File: src/rtl/fp_pkg.sv
// Shared definitions for the RV32IF floating-point decode path.
package fp_pkg;

  localparam int XLEN_DEF = 32;
  localparam int NREG_DEF = 32;
  // rd in the control bundle is sized for the architectural register count.
  localparam int RD_W     = $clog2(NREG_DEF);

  localparam logic [6:0] OP_FP    = 7'h53;
  localparam logic [6:0] OP_FLW   = 7'h07;
  localparam logic [6:0] OP_FSW   = 7'h27;
  localparam logic [6:0] OP_FMADD = 7'h43;

  typedef struct packed {
    logic [6:0]      opcode;
    logic [2:0]      funct3;
    logic [6:0]      funct7;
    logic            mem_en;
    logic            mem_wr;
    logic            wb_en;
    logic [RD_W-1:0] rd;
  } fp_idex_ctrl_t;

endpackage

File: src/rtl/fp_id_stage_if.sv
// Decode-side and ID/EX-side handshake bundle of the FP decode stage.
interface fp_id_stage_if #(
  parameter int XLEN = 32,
  parameter int AW   = 5
);
  logic            in_valid;
  logic            in_ready;
  logic [AW-1:0]   in_rs1, in_rs2, in_rs3, in_rd;
  logic [6:0]      in_opcode;
  logic [2:0]      in_funct3;
  logic [6:0]      in_funct7;
  logic            in_mem_en, in_mem_wr, in_wb_en;

  logic            out_valid;
  logic            out_ready;
  logic [AW-1:0]   out_rs1, out_rs2, out_rs3, out_rd;
  logic [6:0]      out_opcode;
  logic [2:0]      out_funct3;
  logic [6:0]      out_funct7;
  logic            out_mem_en, out_mem_wr, out_wb_en;
  logic [XLEN-1:0] out_rs1_data, out_rs2_data, out_rs3_data;

  modport master (
    output in_valid, in_rs1, in_rs2, in_rs3, in_rd, in_opcode, in_funct3,
           in_funct7, in_mem_en, in_mem_wr, in_wb_en, out_ready,
    input  in_ready, out_valid, out_rs1, out_rs2, out_rs3, out_rd, out_opcode,
           out_funct3, out_funct7, out_mem_en, out_mem_wr, out_wb_en,
           out_rs1_data, out_rs2_data, out_rs3_data
  );

  modport slave (
    input  in_valid, in_rs1, in_rs2, in_rs3, in_rd, in_opcode, in_funct3,
           in_funct7, in_mem_en, in_mem_wr, in_wb_en, out_ready,
    output in_ready, out_valid, out_rs1, out_rs2, out_rs3, out_rd, out_opcode,
           out_funct3, out_funct7, out_mem_en, out_mem_wr, out_wb_en,
           out_rs1_data, out_rs2_data, out_rs3_data
  );

endinterface

File: src/rtl/fp_reg_bank_mp.sv
// Multi-port FP register file: one write port, NRP combinational read ports
// with write-first bypass of the same-cycle write.
module fp_reg_bank_mp #(
  parameter  int XLEN = 32,
  parameter  int NREG = 32,
  parameter  int NRP  = 3,
  localparam int AW   = $clog2(NREG)
) (
  input  logic                      clk,
  input  logic                      rst,
  input  logic                      wr_en_i,
  input  logic [AW-1:0]             wr_idx_i,
  input  logic [XLEN-1:0]           wr_data_i,
  input  logic [NRP-1:0][AW-1:0]    rd_idx_i,
  output logic [NRP-1:0][XLEN-1:0]  rd_data_o
);

  logic [XLEN-1:0] mem_q [NREG];

  // NOTE: this array is flops, not RAM, and holds architectural state that
  // must read as zero after reset, so it is reset like any other register.
  always_ff @(posedge clk or posedge rst) begin
    if (rst) begin
      for (int i = 0; i < NREG; i++) mem_q[i] <= '0;
    end else if (wr_en_i) begin
      mem_q[wr_idx_i] <= wr_data_i;
    end
  end

  always_comb begin
    for (int k = 0; k < NRP; k++) begin
      rd_data_o[k] = (wr_en_i && wr_idx_i == rd_idx_i[k]) ? wr_data_i
                                                          : mem_q[rd_idx_i[k]];
    end
  end

endmodule

File: src/rtl/fp_id_stage.sv
// FP decode stage: register-file read with bypass into a valid/ready ID/EX
// slot whose held operands are refreshed by writeback while EX stalls.
module fp_id_stage
  import fp_pkg::*;
#(
  parameter  int XLEN = XLEN_DEF,
  parameter  int NREG = NREG_DEF,
  parameter  int NRP  = 3,
  localparam int AW   = $clog2(NREG)
) (
  input  logic            clk,
  input  logic            rst,
  fp_id_stage_if.slave    bus,
  input  logic            wb_en,
  input  logic [AW-1:0]   wb_rd,
  input  logic [XLEN-1:0] wb_data,
  input  logic            flush
);

  logic [2:0][AW-1:0]       src_idx, cap_idx;
  logic [2:0][XLEN-1:0]     byp_data;
  logic [NRP-1:0][AW-1:0]   rd_idx;
  logic [NRP-1:0][XLEN-1:0] rd_data;

  logic                 valid_q, valid_d;
  fp_idex_ctrl_t        ctrl_q, ctrl_d;
  logic [2:0][AW-1:0]   idx_q, idx_d;
  logic [2:0][XLEN-1:0] data_q, data_d;
  logic                 capture;

  assign src_idx = {bus.in_rs3, bus.in_rs2, bus.in_rs1};

  // Ports beyond NRP capture index 0 and data 0 and are never refreshed.
  for (genvar k = 0; k < 3; k++) begin : g_port
    if (k < NRP) begin : g_live
      assign rd_idx[k]   = src_idx[k];
      assign cap_idx[k]  = src_idx[k];
      assign byp_data[k] = rd_data[k];
    end else begin : g_tied
      assign cap_idx[k]  = '0;
      assign byp_data[k] = '0;
    end
  end

  fp_reg_bank_mp #(
    .XLEN (XLEN),
    .NREG (NREG),
    .NRP  (NRP)
  ) u_bank (
    .clk       (clk),
    .rst       (rst),
    .wr_en_i   (wb_en),
    .wr_idx_i  (wb_rd),
    .wr_data_i (wb_data),
    .rd_idx_i  (rd_idx),
    .rd_data_o (rd_data)
  );

  assign bus.in_ready = !valid_q || bus.out_ready;
  assign capture      = bus.in_valid && bus.in_ready && !flush;

  // NOTE: every variable gets its hold value first so no path leaves it
  // unassigned, which would otherwise infer a latch.
  always_comb begin
    valid_d = valid_q;
    ctrl_d  = ctrl_q;
    idx_d   = idx_q;
    data_d  = data_q;
    if (flush) begin
      valid_d = 1'b0;
    end else if (capture) begin
      valid_d       = 1'b1;
      ctrl_d.opcode = bus.in_opcode;
      ctrl_d.funct3 = bus.in_funct3;
      ctrl_d.funct7 = bus.in_funct7;
      ctrl_d.mem_en = bus.in_mem_en;
      ctrl_d.mem_wr = bus.in_mem_wr;
      ctrl_d.wb_en  = bus.in_wb_en;
      ctrl_d.rd     = RD_W'(bus.in_rd);
      idx_d         = cap_idx;
      data_d        = byp_data;
    end else if (valid_q && bus.out_ready) begin
      valid_d = 1'b0;
    end else if (valid_q) begin
      // Stalled: pick up writebacks that land on a held source register.
      for (int k = 0; k < 3; k++) begin
        if (k < NRP && wb_en && wb_rd == idx_q[k]) data_d[k] = wb_data;
      end
    end
  end

  // NOTE: state registers use non-blocking assignments so every flop samples
  // the pre-edge value of its neighbours.
  always_ff @(posedge clk or posedge rst) begin
    if (rst) begin
      valid_q <= 1'b0;
      ctrl_q  <= '0;
      idx_q   <= '0;
      data_q  <= '0;
    end else begin
      valid_q <= valid_d;
      ctrl_q  <= ctrl_d;
      idx_q   <= idx_d;
      data_q  <= data_d;
    end
  end

  assign bus.out_valid    = valid_q;
  assign bus.out_rs1      = idx_q[0];
  assign bus.out_rs2      = idx_q[1];
  assign bus.out_rs3      = idx_q[2];
  assign bus.out_rd       = AW'(ctrl_q.rd);
  assign bus.out_opcode   = ctrl_q.opcode;
  assign bus.out_funct3   = ctrl_q.funct3;
  assign bus.out_funct7   = ctrl_q.funct7;
  // A bubble must never write memory or the register file downstream.
  assign bus.out_mem_en   = ctrl_q.mem_en & valid_q;
  assign bus.out_mem_wr   = ctrl_q.mem_wr & valid_q;
  assign bus.out_wb_en    = ctrl_q.wb_en  & valid_q;
  assign bus.out_rs1_data = data_q[0];
  assign bus.out_rs2_data = data_q[1];
  assign bus.out_rs3_data = data_q[2];

endmodule
File: src/flat_wrapper.sv
// flat-port wrapper written by rule: the top's interface ports become plain ports
module fp_id_stage_flat import fp_pkg::*;
#(
  parameter  int XLEN = XLEN_DEF,
  parameter  int NREG = NREG_DEF,
  parameter  int NRP  = 3,
  localparam int AW   = $clog2(NREG)
)
  (clk, rst, wb_en, wb_rd, wb_data, flush, bus_in_valid, bus_in_rs1, bus_in_rs2, bus_in_rs3, bus_in_rd, bus_in_opcode, bus_in_funct3, bus_in_funct7, bus_in_mem_en, bus_in_mem_wr, bus_in_wb_en, bus_out_ready, bus_in_ready, bus_out_valid, bus_out_rs1, bus_out_rs2, bus_out_rs3, bus_out_rd, bus_out_opcode, bus_out_funct3, bus_out_funct7, bus_out_mem_en, bus_out_mem_wr, bus_out_wb_en, bus_out_rs1_data, bus_out_rs2_data, bus_out_rs3_data);
  fp_id_stage_if #(.XLEN(XLEN)) bus_i ();
  input  logic clk;
  input  logic rst;
  input  logic wb_en;
  input  logic [AW-1:0] wb_rd;
  input  logic [XLEN-1:0] wb_data;
  input  logic flush;
  input wire logic [$bits(bus_i.in_valid)-1:0] bus_in_valid;
  input wire logic [$bits(bus_i.in_rs1)-1:0] bus_in_rs1;
  input wire logic [$bits(bus_i.in_rs2)-1:0] bus_in_rs2;
  input wire logic [$bits(bus_i.in_rs3)-1:0] bus_in_rs3;
  input wire logic [$bits(bus_i.in_rd)-1:0] bus_in_rd;
  input wire logic [$bits(bus_i.in_opcode)-1:0] bus_in_opcode;
  input wire logic [$bits(bus_i.in_funct3)-1:0] bus_in_funct3;
  input wire logic [$bits(bus_i.in_funct7)-1:0] bus_in_funct7;
  input wire logic [$bits(bus_i.in_mem_en)-1:0] bus_in_mem_en;
  input wire logic [$bits(bus_i.in_mem_wr)-1:0] bus_in_mem_wr;
  input wire logic [$bits(bus_i.in_wb_en)-1:0] bus_in_wb_en;
  input wire logic [$bits(bus_i.out_ready)-1:0] bus_out_ready;
  output wire logic [$bits(bus_i.in_ready)-1:0] bus_in_ready;
  output wire logic [$bits(bus_i.out_valid)-1:0] bus_out_valid;
  output wire logic [$bits(bus_i.out_rs1)-1:0] bus_out_rs1;
  output wire logic [$bits(bus_i.out_rs2)-1:0] bus_out_rs2;
  output wire logic [$bits(bus_i.out_rs3)-1:0] bus_out_rs3;
  output wire logic [$bits(bus_i.out_rd)-1:0] bus_out_rd;
  output wire logic [$bits(bus_i.out_opcode)-1:0] bus_out_opcode;
  output wire logic [$bits(bus_i.out_funct3)-1:0] bus_out_funct3;
  output wire logic [$bits(bus_i.out_funct7)-1:0] bus_out_funct7;
  output wire logic [$bits(bus_i.out_mem_en)-1:0] bus_out_mem_en;
  output wire logic [$bits(bus_i.out_mem_wr)-1:0] bus_out_mem_wr;
  output wire logic [$bits(bus_i.out_wb_en)-1:0] bus_out_wb_en;
  output wire logic [$bits(bus_i.out_rs1_data)-1:0] bus_out_rs1_data;
  output wire logic [$bits(bus_i.out_rs2_data)-1:0] bus_out_rs2_data;
  output wire logic [$bits(bus_i.out_rs3_data)-1:0] bus_out_rs3_data;
  assign bus_i.in_valid = bus_in_valid;
  assign bus_i.in_rs1 = bus_in_rs1;
  assign bus_i.in_rs2 = bus_in_rs2;
  assign bus_i.in_rs3 = bus_in_rs3;
  assign bus_i.in_rd = bus_in_rd;
  assign bus_i.in_opcode = bus_in_opcode;
  assign bus_i.in_funct3 = bus_in_funct3;
  assign bus_i.in_funct7 = bus_in_funct7;
  assign bus_i.in_mem_en = bus_in_mem_en;
  assign bus_i.in_mem_wr = bus_in_mem_wr;
  assign bus_i.in_wb_en = bus_in_wb_en;
  assign bus_i.out_ready = bus_out_ready;
  assign bus_in_ready = bus_i.in_ready;
  assign bus_out_valid = bus_i.out_valid;
  assign bus_out_rs1 = bus_i.out_rs1;
  assign bus_out_rs2 = bus_i.out_rs2;
  assign bus_out_rs3 = bus_i.out_rs3;
  assign bus_out_rd = bus_i.out_rd;
  assign bus_out_opcode = bus_i.out_opcode;
  assign bus_out_funct3 = bus_i.out_funct3;
  assign bus_out_funct7 = bus_i.out_funct7;
  assign bus_out_mem_en = bus_i.out_mem_en;
  assign bus_out_mem_wr = bus_i.out_mem_wr;
  assign bus_out_wb_en = bus_i.out_wb_en;
  assign bus_out_rs1_data = bus_i.out_rs1_data;
  assign bus_out_rs2_data = bus_i.out_rs2_data;
  assign bus_out_rs3_data = bus_i.out_rs3_data;
  fp_id_stage #(.XLEN(XLEN), .NREG(NREG), .NRP(NRP)) u_core (.clk(clk), .rst(rst), .bus(bus_i), .wb_en(wb_en), .wb_rd(wb_rd), .wb_data(wb_data), .flush(flush));
endmodule
File: config.mk
export PLATFORM = sky130hd
export DESIGN_NAME = fp_id_stage_flat
export DESIGN_NICKNAME = d
export VERILOG_FILES = /design/src/rtl/fp_pkg.sv /design/src/rtl/fp_id_stage_if.sv /design/src/rtl/fp_reg_bank_mp.sv /design/src/rtl/fp_id_stage.sv /design/src/flat_wrapper.sv
export SDC_FILE = /design/constraint.sdc
export NUM_CORES = 2
export LEC_CHECK = 0
export BUFFER_PORTS_ARGS = -buffer_cell sky130_fd_sc_hd__buf_2
export CORE_MARGIN = 2
export CORE_UTILIZATION = 40
export DETAILED_ROUTE_END_ITERATION = 12
export PLACE_DENSITY = 0.55
export SLEW_MARGIN = 20
export SYNTH_ARGS = -nofsm -noshare
export SYNTH_HDL_FRONTEND = slang
export SYNTH_SLANG_ARGS = --single-unit
File: constraint.sdc
create_clock -name clk -period 37.3 [get_ports clk]
set_clock_uncertainty 0.1 [all_clocks]
set_input_delay 1.865 -clock clk [delete_from_list [all_inputs] [get_ports clk]]
set_output_delay 1.865 -clock clk [all_outputs]
set_load 0.005 [all_outputs]
# Yosys cells after proc, flatten, opt, wreduce, memory -nomap -nowiden
# Index checks and enable logic that the tools add are counted.
[totals]
register_bits = 1161
latchBits = 0
ramBits = 0
rom_bits = 0
wordCells = 112
mem_count = 0
[op_classes]
addsub = 0
multipliers = 0
div = 0
magnitude_cmp = 5
eq_ne = 7
shift = 0
n_mux = 24
bitwise_logic = 8
reduce_logical = 22
[ops]
columns = ["op", "n"]
rows = [
  ["bitwise mux 1024 bit", 1],
  ["binary-select mux 32 bit (select 5 bit)", 3],
  ["2-to-1 mux 32 bit", 13],
  ["2-to-1 mux 96 bit", 3],
  ["demux 32 bit (select 5 bit)", 1],
  ["equality test 5 bit", 6],
  ["greater-or-equal comparator 6 bit (second input constant)", 4],
  ["inverter 5 -> 6 bit", 4],
  ["AND reduction 4 bit", 3],
  ["logical AND 1 bit", 10],
  ["nonzero test 2 bit", 4],
  ["less-than comparator 6 x 1 -> 1 bit (second input constant)", 1],
  ["bitwise AND 1 bit", 3],
  ["2-to-1 mux 1 bit", 3],
  ["nonzero test 3 bit", 1],
  ["logical NOT 1 bit", 2],
  ["inequality test 2 x 1 -> 1 bit (second input constant)", 1],
  ["AND reduction 2 bit", 1],
  ["logical OR 1 bit", 1],
  ["inverter 1 bit", 1],
]

# Depth between registers and ports, before layout
[depth]
word_depth = 6
ltp_mapped = 9

# Cells and area by module
# Synthesis repeated with hierarchy kept, for this count alone.
[unflattened]
cells_unflattened = 6261
area_unflattened_um2 = 73193.9
[by_module_without_submodules]
columns = ["mod", "n_inst", "cells_each", "area_each_um2", "seq_area_each_um2"]
rows = [
  ["fp_reg_bank_mp", 1, 5524, 66423.7, 25624.6],
  ["fp_id_stage", 1, 737, 6770.2, 3428.3],
]

# Worst setup path after synthesis
# No wires, ideal clock.
[synth_timing]
path_type = "input-to-output"
start = "in bus_out_ready"
end = "out bus_in_ready"
arrival_ns = 2.152
required_ns = 35.335
setup_slack_ns = 33.183
cell_stages = 2
path_buffers = 0
path_cell_list = "and2b_1 inv_2"
[synth_via]
elab_chain_len = 1
[synth_lines]
columns = ["item", "line_no", "source"]
rows = [
  ["start, declared", "flat_wrapper.sv:28", "input wire logic [$bits(bus_i.out_ready)-1:0] bus_out_ready;"],
  ["logical OR 1 bit", "fp_id_stage.sv:59", "assign bus.in_ready = !valid_q || bus.out_ready;"],
  ["end, declared", "flat_wrapper.sv:29", "output wire logic [$bits(bus_i.in_ready)-1:0] bus_in_ready;"],
]
# No other way between the ends.

# Worst setup path after layout
[layout_timing]
start = "in bus_in_rs2[1]"
end = "reg u_core.data_q, in the netlist u_core.bus.out_rs2_data[2]"
[layout_via]
elab_chain_len = 6
elab_cells_between_ends = 8
cone_classes = "1 x eq/ne; 5 x mux; 1 x bitwise; 1 x reduce/logical"
[layout_lines]
columns = ["item", "line_no", "source"]
rows = [
  ["start, declared", "flat_wrapper.sv:19", "input wire logic [$bits(bus_i.in_rs2)-1:0] bus_in_rs2;"],
  ["inverter 5 -> 6 bit (not written as such)", "fp_reg_bank_mp.sv:33", ": mem_q[rd_idx_i[k]];"],
  ["binary-select mux 32 bit (select 5 bit)", "fp_reg_bank_mp.sv:33", ""],
  ["2-to-1 mux 32 bit (not written as such) (2 in a row)", "fp_reg_bank_mp.sv:33", ""],
  ["2-to-1 mux 32 bit *", "fp_reg_bank_mp.sv:32", "rd_data_o[k] = (wr_en_i && wr_idx_i == rd_idx_i[k]) ? wr_data_i"],
  ["2-to-1 mux 96 bit *", "fp_id_stage.sv:71", "end else if (capture) begin"],
  ["end signal, assigned", "fp_id_stage.sv:104", "data_q <= data_d;"],
  ["end, declared", "fp_id_stage.sv:28", "logic [2:0][XLEN-1:0] data_q, data_d;"],
]
# Every way passes the cells marked *; elsewhere a longest branch is shown, timed or not. The select of a mux whose other input is x is not followed.
# A chain may end at the register's enable or synchronous reset.

==> flow_metrics.tcl <==
set metrics [dict create \
    cts_tree "done" \
    cap_violations 0 \
    power.total_mw 4.04 \
    p_comb_share_pct 21.7 \
    htreeDepth 4 \
    final-instance-count-excl-fill 8266 \
    clk_latency_ps 780 \
    grt_pass1_wl_um 398000 \
    clock_power_share_pct 34.9 \
    path_cells "buf_8, buf_4, buf_4, buf_4, buf_4, mux2i_1, a22oi_1, nand3_1, a41oi_1, a221o_1" \
    setup_viol 0 \
    synth_nets 6069 \
    internal_power_mw 2.78 \
    drc 0 \
    routed_wirelength_um 278000 \
    fin_setup_tns_ps 0 \
    yosysUniqueCellTypes 41 \
    drv_slew 0 \
    busiest_layer "met2" \
    place_inst 8018 \
    rows 153 \
    io_pins 221 \
    overflow 0 \
    max_stage_delay_ps 900 \
    cp.arrival_ps 6870 \
    use_met1_pct 40.3 \
    crit_family "buffers and inverters" \
    power.leakage_nw 35.1 \
    use_met3_pct 6.86 \
    die-area_sq_um 177000 \
    yosys-top-cells-area "dfrtp_1 42%, mux2i_1 20%, mux2_2 16%" \
    synth_common_cells "1404 x mux2i_1, 1161 x dfrtp_1, 1015 x mux2_2" \
    cp_max_fo 65 \
    async_flop_share_pct 100 \
    vias 53800 \
    worst-slew-pin-transition_ps 1210 \
    io_buffer_count 220 \
    slew_headroom_pct 19.0 \
    ys.flop_type "dfrtp_1" \
    area_growth_syn_to_layout_pct 10.6 \
    fmax_mhz 158 \
    fp.dieW_um 421 \
    dieHeight_um 421 \
    hold_path_class "reg2reg" \
    ys_seq_area_share_pct 41.7 \
    synth.avg_cell_area_sq_um 11.6 \
    cts_sinks 1161 \
    synth_top_area_share_pct 41.7 \
    cpMaxStageDelayCell "buf_4" \
    grt_usage_pct 30.4 \
    drive_above_1_share_pct 29.0 \
    post_cts_resized 0 \
    syn_inst 5986 \
    ys_warn_count 0 \
    ff2ff_setup_slack_ps 33650 \
    use_met2_pct 47.4 \
    clk_pin_slew_worst_paths_ps 60 \
    core_area_sq_um 173000 \
    synth.most_common_cell "mux2i_1" \
    synth-edff-count 0 \
    final_nets 5920 \
    start_util_pct 40.1 \
    critPathLaunchType "input port" \
    antenna_found_initial 3 \
    postCtsSetupBuffers 0 \
    required_ps 37850 \
    crit_type "in2reg" \
    cpMostUsedCell "buf_4" \
    vias_per_cell 6.51 \
    period_needed_ps 6320 \
    final_util_pct 44.4 \
    holdBufCountCts 0 \
    ant_nets 0 \
    gp_congestion 0.815 \
    irDropWorstVdd_v 0.0000366 \
    p_per_area_nw_per_um2 52.4 \
    rsz0062_at_grt "false" \
    worst-path-buf-inv 5 \
    switching_share_pct 31.1 \
    root_buffer "clkbuf_16" \
    hold_viol_final 0 \
    cp-end-kind "flop" \
    first_iter_violations 5711 \
    grt_pass1_vias 53400 \
    numCtsBuffers 140 \
    status "finished, final reports clean" \
    yosys_register_bits 1161 \
    avgRoutedWirePerCell_um 33.6 \
    switchingPower_mw 1.25 \
    grt_start_max_net_pins 153 \
    cts_buffer_depth 3 \
    fillers 16200 \
    seqPwrFrac_pct 43.5 \
    dp_hpwl_um 141000 \
    dr.pass1.iters 6 \
    fin_crit_sh_pct 16.9 \
    netlist_area_sq_um 69600 \
    yosys.area.top_type "dfrtp_1" \
]
area by class of cell:
type / count / area [sq um] / area share (%)
Multi-Input combinational cell: 4188 / 38100 / 49.5
Clock inverter: 45 / 485 / 0.630
Tap cell: 2325 / 2910 / 3.78
Clock buffer: 200 / 4190 / 5.44
Timing Repair Buffer: 342 / 2220 / 2.88
Sequential cell: 1161 / 29100 / 37.7
Inverter: 4 / 22.5 / 0.0292
Antenna cell: 1 / 2.50 / 0.00325
cell families after synthesis:
kind of cell / synth area share, %
mux: 38.9
flops: 41.7
compound gates: 10.2
simple gates: 4.55
buf+inv: 4.21
xor+xnor: 0.377
per-layer routing:
| metal | vias to the layer above | share of wire (%) |
|---|---|---|
| li1 | 22400 | - |
| met1 | 28200 | 42 |
| met2 | 2561 | 45 |
| met3 | 671 | 8.2 |
| met4 | 0 | 5.0 |
| met5 | - | 0 |
power by group through the flow:
stage	sequential, mW	combinational, mW	clock [mW]
after floorplan	1.70	0.651	0
after global placement	1.75	0.849	0
after detailed placement	1.76	0.866	0
after CTS	1.74	0.868	1.43
after global routing	1.79	0.943	1.48
final	1.75	0.874	1.41
flip-flops by register name, indices dropped and copies added, names as in the netlist:
| register | cells |
|---|---|
| u_core.u_bank.mem_q | 1024 |
| u_core.bus.out_rs1_data | 32 |
| u_core.bus.out_rs2_data | 32 |
| u_core.bus.out_rs3_data | 32 |
| u_core.bus.out_funct7 | 7 |
| u_core.bus.out_opcode | 7 |
| u_core.bus.out_rd | 5 |
| u_core.bus.out_rs1 | 5 |
| u_core.bus.out_rs2 | 5 |
| u_core.bus.out_rs3 | 5 |
| u_core.bus.out_funct3 | 3 |
| u_core.ctrl_q | 3 |
| u_core.bus.out_valid | 1 |
cell usage in the layout, fill, tap and decap left out, drive strengths merged, types with 12 or more instances in the layout:
| cell type | instances |
|---|---|
| nand3 | 320 |
| a21oi | 160 |
| a221oi | 64 |
| clkbuf | 200 |
| a22oi | 478 |
| mux2i | 1404 |
| a41oi | 96 |
| dfrtp | 1161 |
| xor2 | 12 |
| xnor2 | 18 |
| buf | 342 |
| a221o | 96 |
| mux2 | 1024 |
| nor2 | 32 |
| o21ai | 69 |
| mux4 | 66 |
| nand2 | 299 |
| clkinv | 30 |
path summary, 6_finish.rpt:
path / startpoint / endpoint / depth (start not counted)
setup / recovery: bus_in_rs2[1] / u_core.bus.out_rs2_data[2]$_DFFE_PP0P_ / 10
hold / removal: u_core.bus.out_funct7[3]$_DFFE_PP0P_ / u_core.bus.out_funct7[3]$_DFFE_PP0P_ / 2
setup reg to reg: u_core.bus.out_valid$_DFFE_PP0P_ / u_core.bus.out_rs1_data[7]$_DFFE_PP0P_ / 7
hold reg to reg: u_core.bus.out_funct7[3]$_DFFE_PP0P_ / u_core.bus.out_funct7[3]$_DFFE_PP0P_ / 2
max in group asynchronous: rst / u_core.u_bank.mem_q[240]$_DFFE_PP0P_ / 6
min in group asynchronous: rst / u_core.u_bank.mem_q[441]$_DFFE_PP0P_ / 2
worst min-delay path: cells and delay by family, from the launching register on:
family        cells  cell delay (ps)
flops             1              330
simple gates      2              110
metrics by stage:
step	area [sq um]	setup WS, ps	hold slack [ps]
6_report	77000	30980	368
5_1_grt	77000	30850	395
4_1_cts	76900	31150	371
3_5_place_dp	72300	30330	357
3_3_place_gp	72200	30380	356
2_1_floorplan	69600	2630	338
Note: power is estimated with default switching activity, not from simulation.
